`config.mk`:
```
export PLATFORM = sky130hd
export DESIGN_NAME = dec_8b10b_flat
export DESIGN_NICKNAME = d
export VERILOG_FILES = /design/src/rtl/pkg_8b10b.sv /design/src/rtl/dec_8b10b_if.sv /design/src/rtl/dec_8b10b_lut.sv /design/src/rtl/dec_8b10b.sv /design/src/flat_wrapper.sv
export SDC_FILE = /design/constraint.sdc
export NUM_CORES = 1
export LEC_CHECK = 0
export BUFFER_PORTS_ARGS = -buffer_cell sky130_fd_sc_hd__buf_4
export CORE_MARGIN = 5
export CORE_UTILIZATION = 54
export CTS_CLUSTER_SIZE = 24
export DETAILED_ROUTE_END_ITERATION = 6
export PLACE_DENSITY = 0.77
export SETUP_SLACK_MARGIN = 0.05
export SKIP_LAST_GASP = 1
export SYNTH_ARGS = -nofsm -noshare
export SYNTH_HDL_FRONTEND = slang
export SYNTH_HIERARCHICAL = 1
export SYNTH_SLANG_ARGS = --single-unit
```
`constraint.sdc`:
```
create_clock -name clk -period 3.2 [get_ports clk]
set_input_delay 0.16 -clock clk [delete_from_list [all_inputs] [get_ports clk]]
set_output_delay 0.16 -clock clk [all_outputs]
set_load 0.005 [all_outputs]
```
`src/rtl/pkg_8b10b.sv`:
```
// Shared 8b/10b definitions used by both the encoder and decoder: code tables,
// popcount helper and the receive sync FSM state type.
package pkg_8b10b;

  typedef enum logic {
    ST_ACQ  = 1'b0,
    ST_SYNC = 1'b1
  } sync_state_t;

  // 6b sub-blocks, bit 5 = a ... bit 0 = i, indexed by byte bits [4:0]
  localparam logic [5:0] ENC6_RD0 [32] = '{
    6'b100111, 6'b011101, 6'b101101, 6'b110001, 6'b110101, 6'b101001, 6'b011001, 6'b111000,
    6'b111001, 6'b100101, 6'b010101, 6'b110100, 6'b001101, 6'b101100, 6'b011100, 6'b010111,
    6'b011011, 6'b100011, 6'b010011, 6'b110010, 6'b001011, 6'b101010, 6'b011010, 6'b111010,
    6'b110011, 6'b100110, 6'b010110, 6'b110110, 6'b001110, 6'b101110, 6'b011110, 6'b101011
  };

  localparam logic [5:0] ENC6_RD1 [32] = '{
    6'b011000, 6'b100010, 6'b010010, 6'b110001, 6'b001010, 6'b101001, 6'b011001, 6'b000111,
    6'b000110, 6'b100101, 6'b010101, 6'b110100, 6'b001101, 6'b101100, 6'b011100, 6'b101000,
    6'b100100, 6'b100011, 6'b010011, 6'b110010, 6'b001011, 6'b101010, 6'b011010, 6'b000101,
    6'b001100, 6'b100110, 6'b010110, 6'b001001, 6'b001110, 6'b010001, 6'b100001, 6'b010100
  };

  // 4b sub-blocks, bit 3 = f ... bit 0 = j, indexed by byte bits [7:5]
  localparam logic [3:0] ENC4_RD0 [8] = '{
    4'b1011, 4'b1001, 4'b0101, 4'b1100, 4'b1101, 4'b1010, 4'b0110, 4'b1110
  };

  localparam logic [3:0] ENC4_RD1 [8] = '{
    4'b0100, 4'b1001, 4'b0101, 4'b0011, 4'b0010, 4'b1010, 4'b0110, 4'b0001
  };

  function automatic logic [3:0] popcount10(input logic [9:0] v);
    logic [3:0] n;
    n = '0;
    for (int unsigned i = 0; i < 10; i++) begin
      n = n + {3'b000, v[i]};
    end
    return n;
  endfunction

endpackage

```
`src/rtl/dec_8b10b_if.sv`:
```
// Receive-side word bus between deserializer, decoder and downstream logic.
interface dec_8b10b_if #(
  parameter int unsigned ERR_CNT_W = 16
);
  logic                 in_valid;
  logic [9:0]           code_in;
  logic                 err_clr;
  logic                 out_valid;
  logic [7:0]           data_out;
  logic                 code_err;
  logic                 disp_err;
  logic                 rd;
  logic                 in_sync;
  logic [ERR_CNT_W-1:0] err_cnt;

  modport master (
    output in_valid, code_in, err_clr,
    input  out_valid, data_out, code_err, disp_err, rd, in_sync, err_cnt
  );

  modport slave (
    input  in_valid, code_in, err_clr,
    output out_valid, data_out, code_err, disp_err, rd, in_sync, err_cnt
  );
endinterface

```
`src/rtl/dec_8b10b_lut.sv`:
```
// Combinational reverse lookup of 6b and 4b sub-blocks in both disparity columns.
module dec_8b10b_lut
  import pkg_8b10b::*;
(
  input  logic [5:0] sb6,
  input  logic [3:0] sb4,
  input  logic       rd,
  output logic [4:0] val5,
  output logic [2:0] val3,
  output logic       found6_any,
  output logic       found6_rd,
  output logic       found4_any,
  output logic       found4_rd
);

  logic [4:0] v6_cur, v6_alt;
  logic [2:0] v4_cur, v4_alt;
  logic       h6_cur, h6_alt, h4_cur, h4_alt;

  always_comb begin
    v6_cur = '0;
    v6_alt = '0;
    h6_cur = 1'b0;
    h6_alt = 1'b0;
    for (int unsigned i = 0; i < 32; i++) begin
      if (sb6 == (rd ? ENC6_RD1[i] : ENC6_RD0[i])) begin
        h6_cur = 1'b1;
        v6_cur = 5'(i);
      end
      if (sb6 == (rd ? ENC6_RD0[i] : ENC6_RD1[i])) begin
        h6_alt = 1'b1;
        v6_alt = 5'(i);
      end
    end
  end

  always_comb begin
    v4_cur = '0;
    v4_alt = '0;
    h4_cur = 1'b0;
    h4_alt = 1'b0;
    for (int unsigned i = 0; i < 8; i++) begin
      if (sb4 == (rd ? ENC4_RD1[i] : ENC4_RD0[i])) begin
        h4_cur = 1'b1;
        v4_cur = 3'(i);
      end
      if (sb4 == (rd ? ENC4_RD0[i] : ENC4_RD1[i])) begin
        h4_alt = 1'b1;
        v4_alt = 3'(i);
      end
    end
  end

  // Current-rd column wins when a sub-block appears in both columns.
  assign val5       = h6_cur ? v6_cur : v6_alt;
  assign val3       = h4_cur ? v4_cur : v4_alt;
  assign found6_any = h6_cur | h6_alt;
  assign found6_rd  = h6_cur;
  assign found4_any = h4_cur | h4_alt;
  assign found4_rd  = h4_cur;

endmodule

```
`src/rtl/dec_8b10b.sv`:
```
// 8b/10b receive decoder: table lookup, running disparity, sync FSM and
// saturating error counter, one cycle of latency.
module dec_8b10b
  import pkg_8b10b::*;
#(
  parameter int unsigned GOOD_WORDS = 4,
  parameter int unsigned BAD_WORDS  = 4,
  parameter int unsigned ERR_CNT_W  = 16
) (
  input  logic         clk,
  input  logic         rst,
  dec_8b10b_if.slave   bus
);

  localparam int unsigned RUN_MAX = (GOOD_WORDS > BAD_WORDS) ? GOOD_WORDS : BAD_WORDS;
  localparam int unsigned RUN_W   = $clog2(RUN_MAX + 1);
  localparam logic [RUN_W-1:0] GOOD_LIM = RUN_W'(GOOD_WORDS);
  localparam logic [RUN_W-1:0] BAD_LIM  = RUN_W'(BAD_WORDS);

  sync_state_t          state_q, state_nxt;
  logic [RUN_W-1:0]     good_q, good_nxt, good_inc;
  logic [RUN_W-1:0]     bad_q, bad_nxt, bad_inc;
  logic                 out_valid_q, code_err_q, disp_err_q, rd_q;
  logic [7:0]           data_q;
  logic [ERR_CNT_W-1:0] err_cnt_q;

  logic [4:0] val5;
  logic [2:0] val3;
  logic       f6_any, f6_rd, f4_any, f4_rd;
  logic       code_err_c, disp_err_c, word_bad;
  logic       rd_nxt;
  logic [3:0] ones;

  dec_8b10b_lut u_lut (
    .sb6        (bus.code_in[9:4]),
    .sb4        (bus.code_in[3:0]),
    .rd         (rd_q),
    .val5       (val5),
    .val3       (val3),
    .found6_any (f6_any),
    .found6_rd  (f6_rd),
    .found4_any (f4_any),
    .found4_rd  (f4_rd)
  );

  always_comb begin
    code_err_c = ~(f6_any & f4_any);
    disp_err_c = (state_q == ST_SYNC) & ~code_err_c & ~(f6_rd & f4_rd);
    word_bad   = code_err_c | disp_err_c;
    ones       = popcount10(bus.code_in);
    rd_nxt     = rd_q;
    if (ones > 4'd5) begin
      rd_nxt = 1'b1;
    end else if (ones < 4'd5) begin
      rd_nxt = 1'b0;
    end
    good_inc = (good_q >= GOOD_LIM) ? GOOD_LIM : good_q + 1'b1;
    bad_inc  = (bad_q >= BAD_LIM) ? BAD_LIM : bad_q + 1'b1;
  end

  always_comb begin
    state_nxt = state_q;
    good_nxt  = good_q;
    bad_nxt   = bad_q;
    if (bus.in_valid) begin
      if (word_bad) begin
        good_nxt = '0;
        bad_nxt  = bad_inc;
      end else begin
        good_nxt = good_inc;
        bad_nxt  = '0;
      end
      unique case (state_q)
        ST_ACQ: begin
          if (!word_bad && good_inc == GOOD_LIM) begin
            state_nxt = ST_SYNC;
            good_nxt  = '0;
            bad_nxt   = '0;
          end
        end
        ST_SYNC: begin
          if (word_bad && bad_inc == BAD_LIM) begin
            state_nxt = ST_ACQ;
            good_nxt  = '0;
            bad_nxt   = '0;
          end
        end
        default: state_nxt = ST_ACQ;
      endcase
    end
  end

  always_ff @(posedge clk or negedge rst) begin
    if (!rst) begin
      state_q     <= ST_ACQ;
      good_q      <= '0;
      bad_q       <= '0;
      out_valid_q <= 1'b0;
      data_q      <= '0;
      code_err_q  <= 1'b0;
      disp_err_q  <= 1'b0;
      rd_q        <= 1'b0;
      err_cnt_q   <= '0;
    end else begin
      state_q     <= state_nxt;
      good_q      <= good_nxt;
      bad_q       <= bad_nxt;
      out_valid_q <= bus.in_valid;
      if (bus.in_valid) begin
        data_q     <= code_err_c ? 8'h00 : {val3, val5};
        code_err_q <= code_err_c;
        disp_err_q <= disp_err_c;
        rd_q       <= rd_nxt;
      end
      if (bus.err_clr) begin
        err_cnt_q <= '0;
      end else if (bus.in_valid && word_bad && err_cnt_q != '1) begin
        err_cnt_q <= err_cnt_q + 1'b1;
      end
    end
  end

  assign bus.out_valid = out_valid_q;
  assign bus.data_out  = data_q;
  assign bus.code_err  = code_err_q;
  assign bus.disp_err  = disp_err_q;
  assign bus.rd        = rd_q;
  assign bus.in_sync   = (state_q == ST_SYNC);
  assign bus.err_cnt   = err_cnt_q;

endmodule
```
`src/flat_wrapper.sv`:
```
// flat-port wrapper written by rule: the top's interface ports become plain ports
module dec_8b10b_flat import pkg_8b10b::*;
#(
  parameter int unsigned GOOD_WORDS = 4,
  parameter int unsigned BAD_WORDS  = 4,
  parameter int unsigned ERR_CNT_W  = 16
)
  (clk, rst, bus_in_valid, bus_code_in, bus_err_clr, bus_out_valid, bus_data_out, bus_code_err, bus_disp_err, bus_rd, bus_in_sync, bus_err_cnt);
  dec_8b10b_if #(.ERR_CNT_W(ERR_CNT_W)) bus_i ();
  input  logic clk;
  input  logic rst;
  input wire logic [$bits(bus_i.in_valid)-1:0] bus_in_valid;
  input wire logic [$bits(bus_i.code_in)-1:0] bus_code_in;
  input wire logic [$bits(bus_i.err_clr)-1:0] bus_err_clr;
  output wire logic [$bits(bus_i.out_valid)-1:0] bus_out_valid;
  output wire logic [$bits(bus_i.data_out)-1:0] bus_data_out;
  output wire logic [$bits(bus_i.code_err)-1:0] bus_code_err;
  output wire logic [$bits(bus_i.disp_err)-1:0] bus_disp_err;
  output wire logic [$bits(bus_i.rd)-1:0] bus_rd;
  output wire logic [$bits(bus_i.in_sync)-1:0] bus_in_sync;
  output wire logic [$bits(bus_i.err_cnt)-1:0] bus_err_cnt;
  assign bus_i.in_valid = bus_in_valid;
  assign bus_i.code_in = bus_code_in;
  assign bus_i.err_clr = bus_err_clr;
  assign bus_out_valid = bus_i.out_valid;
  assign bus_data_out = bus_i.data_out;
  assign bus_code_err = bus_i.code_err;
  assign bus_disp_err = bus_i.disp_err;
  assign bus_rd = bus_i.rd;
  assign bus_in_sync = bus_i.in_sync;
  assign bus_err_cnt = bus_i.err_cnt;
  dec_8b10b #(.GOOD_WORDS(GOOD_WORDS), .BAD_WORDS(BAD_WORDS), .ERR_CNT_W(ERR_CNT_W)) u_core (.clk(clk), .rst(rst), .bus(bus_i));
endmodule
```
==> out/results.ini <==
[run_status]
outcome = complete, no violations

[global_routing]
antenna_found_initial = 0
grt-ovfl-total = 0
grt_usage_pct = 28.39
grt_pass1_vias = 3881
grt_pass1_wl_mm = 20.10
grt_max_degree = 36

[synthesis]
synthFlopType = dfrtp_1
ys_async_sr_fraction_pct = 100.0
syn_area_um2 = 3810
mappedNetlistNets = 518
yosys_warnings = 6
synth_edf_count = 0
syn_inst = 491
yosys.cell_types.count = 82
avgSynthCellArea_um2 = 7.759
ys_seq_elements = 35
yosys-top-cells-area = dfrtp_1, nand2_1, a21oi_1, o21ai_0, nor2_1
yosysSeqAreaShare_pct = 22.99
synth_top_area_share_pct = 22.99
synth_area_leader_cell = dfrtp_1

[min_path]
hold_class = in2reg

[power_and_ir_drop]
powerDensity_nw_per_um2 = 494.3
p_total_mw = 2.422
peakVddDrop_v = 0.0004354
p_leak_nw = 2.122

[sta]
relSlewSlack_pct = 42.56
timing.final.crit_share_pct = 95.27
tns_ns = 0
finalSetupViolCount = 0
slew_viol_final = 0
hold_violations = 0
layout_min_cycle_time_ns = 3.049
fmax_ghz = 0.3280
fin_skew_ns = 0.01419
worstMarginPinSlew_ns = 0.8617

[detailed_routing]
vias_per_cell = 6.607
drt_iter0_drc = 403
ant_nets = 0
dr.pass1.iters = 4
routed_wl_mm = 12.99
wire_per_inst_um = 19.50
drcViolationCount = 0
num_vias = 4400

[final_layout]
multiInputGateArea_um2 = 2756
syn2layout_area_growth_pct = 28.60
fin_cells = 666
fin_area_um2 = 4900
layout-drive-gt1-share_pct = 27.54
layout.nets = 596
layout_commonest_cell = buf_4
regArea_um2 = 877.1
antenna_cells = 0
fillCellCount = 538
final_cell_mix = buf_4, nand2_1, nor2_1, dfrtp_1

[critical_path]
crit_family = simple AND/OR/NAND/NOR gates
crit_chain = buf_2, buf_4, nand2_2, o32ai_2, a2111o_1, nor4b_2, buf_4, nand2b_4, nand2_2, o21ai_4, clkbuf_16, nor4_4, mux2_4
critPathLaunchType = register
path_class = reg2reg
required_ns = 3.38
critPathMaxFanout = 6
cp_slowest_stage_delay_ns = 0.46
worstPathArrival_ns = 3.23
crit_path_top_delay_cell = a2111o_1
cp.buffers_inverters = 4
cp-end-kind = register

[clock_tree]
cts_buffer_depth = 2
clock-sinks = 35
cts_buffers = 5
clk_pin_slew_ns = 0.08
cts_tree = done
root_buffer = clkbuf_8
clk_latency_ns = 0.29
htreeDepth = 2

[placement]
gp_congestion = 1.104
dp_hpwl_mm = 9.254
dpl-instance-area_um2 = 4534
placedCellCount = 650
io_buffers = 42

[floorplanning]
start_util_pct = 55.77
fp.dieW_um = 94.00
core-area_um2 = 6832
die_y_um = 94.00
num_rows = 30
dieArea_um2 = 8835
ios = 43

[job]
drv_cap = 0

==> per-stage QoR <==
step / worst slack (ns) / hold slack (ns) / utilization [%]
3_5_place_dp: -0.01391 / 0.1453 / 66.37
2_1_floorplan: 0.1420 / -0.1356 / -
4_1_cts: 0.05101 / 0.08557 / 68.19
6_report: 0.1512 / 0.1030 / 71.72
3_3_place_gp: 0.07327 / 0.1441 / 66.37
5_1_grt: -0.009227 / 0.08727 / 71.72
==> Yosys cell counts (all sizes together), types with 3 or more instances <==
master	n
and4	4
nand3b	4
ha	7
a32oi	4
or3	4
and3	7
buf	24
mux2	4
a22o	10
o32ai	6
a31oi	10
nand3	14
dfrtp	35
o21ai	31
a21o	4
nor4	9
o31ai	10
mux2i	5
o22ai	10
or2	5
o22a	3
a21boi	5
a32o	3
nand2	43
a221oi	4
nor2b	14
nand2b	14
o211ai	3
and2	5
or4	9
nor3	11
xor2	5
nor3b	3
nand4	11
a21oi	31
a221o	3
o21a	3
clkbuf	14
inv	26
nor2	36
fa	6
==> cell type report <==
class | count | share of cell area, %
Clock buffer | 5 | 1.404
Tap cell | 96 | 2.451
Clock inverter | 3 | 0.8938
Multi-Input combinational cell | 389 | 56.26
Inverter | 28 | 2.196
Sequential cell | 35 | 17.90
Timing Repair Buffer | 110 | 18.90
==> cells by family (layout without fill, tap and decap cells) <==
| kind of cell | Yosys count | in the layout | synth area share (%) |
|---|---|---|---|
| AND/OR/NAND/NOR | 201 | 201 | 28.97 |
| AO/OA/AOI/OAI | 160 | 160 | 29.75 |
| buffers and inverters | 67 | 146 | 8.966 |
| flip-flops | 35 | 35 | 22.99 |
| adder cells (fa/ha/maj) | 13 | 13 | 5.452 |
| multiplexers | 9 | 9 | 2.496 |
| XOR/XNOR | 6 | 6 | 1.379 |
==> sequential cells by signal (all words and copies together), names as in the netlist <==
signal                flops
u_core/bad_q              3
u_core/bus.code_err       1
u_core/bus.data_out       8
u_core/bus.disp_err       1
u_core/bus.err_cnt       16
u_core/bus.in_sync        1
u_core/bus.out_valid      1
u_core/bus.rd             1
u_core/good_q             3
==> power breakdown <==
group	leakage, nW	internal (mW)	total (mW)	switching [mW]
Clock	0.0581	0.232	0.403	0.171
Sequential	0.467	0.523	0.592	0.0686
Combinational	1.60	0.689	1.43	0.738
Total	2.12	1.44	2.42	0.977
==> routing by layer <==
metal	wire (um)	GRT usage [%]	up-vias
li1	-	-	1998
met1	5435	41.39	2100
met5	0	0	-
met4	371	7.220	0
met3	1222	5.929	39
met2	5957	42.64	263
==> worst paths after layout <==
check	start	endpoint	slack, ns	cells past startpoint
setup / recovery	u_core/bus.rd	u_core/bus.err_cnt[9]	0.15	13
hold / removal	bus_in_valid	u_core/bus.out_valid	0.10	1
setup reg to reg	u_core/bus.rd	u_core/bus.err_cnt[9]	0.15	13
hold reg to reg	u_core/bus.code_err	u_core/bus.code_err	0.51	2
max in group asynchronous	rst	u_core/bus.rd	2.49	2
min in group asynchronous	rst	u_core/bus.err_cnt[10]	0.36	2
==> repair_timing <==
| item | CTS | global route |
|---|---|---|
| gates resized for setup | 1 | 33 |
| cloned | 0 | 2 |
| hold endpoints to repair | 35 | 0 |
| hold buffers | 1 | 0 |
| setup buffers | 0 | 5 |
| pin swaps | 0 | 12 |
| endpoints found under the setup margin | 5 | 15 |
No activity file was read; power rests on OpenSTA's default activity.
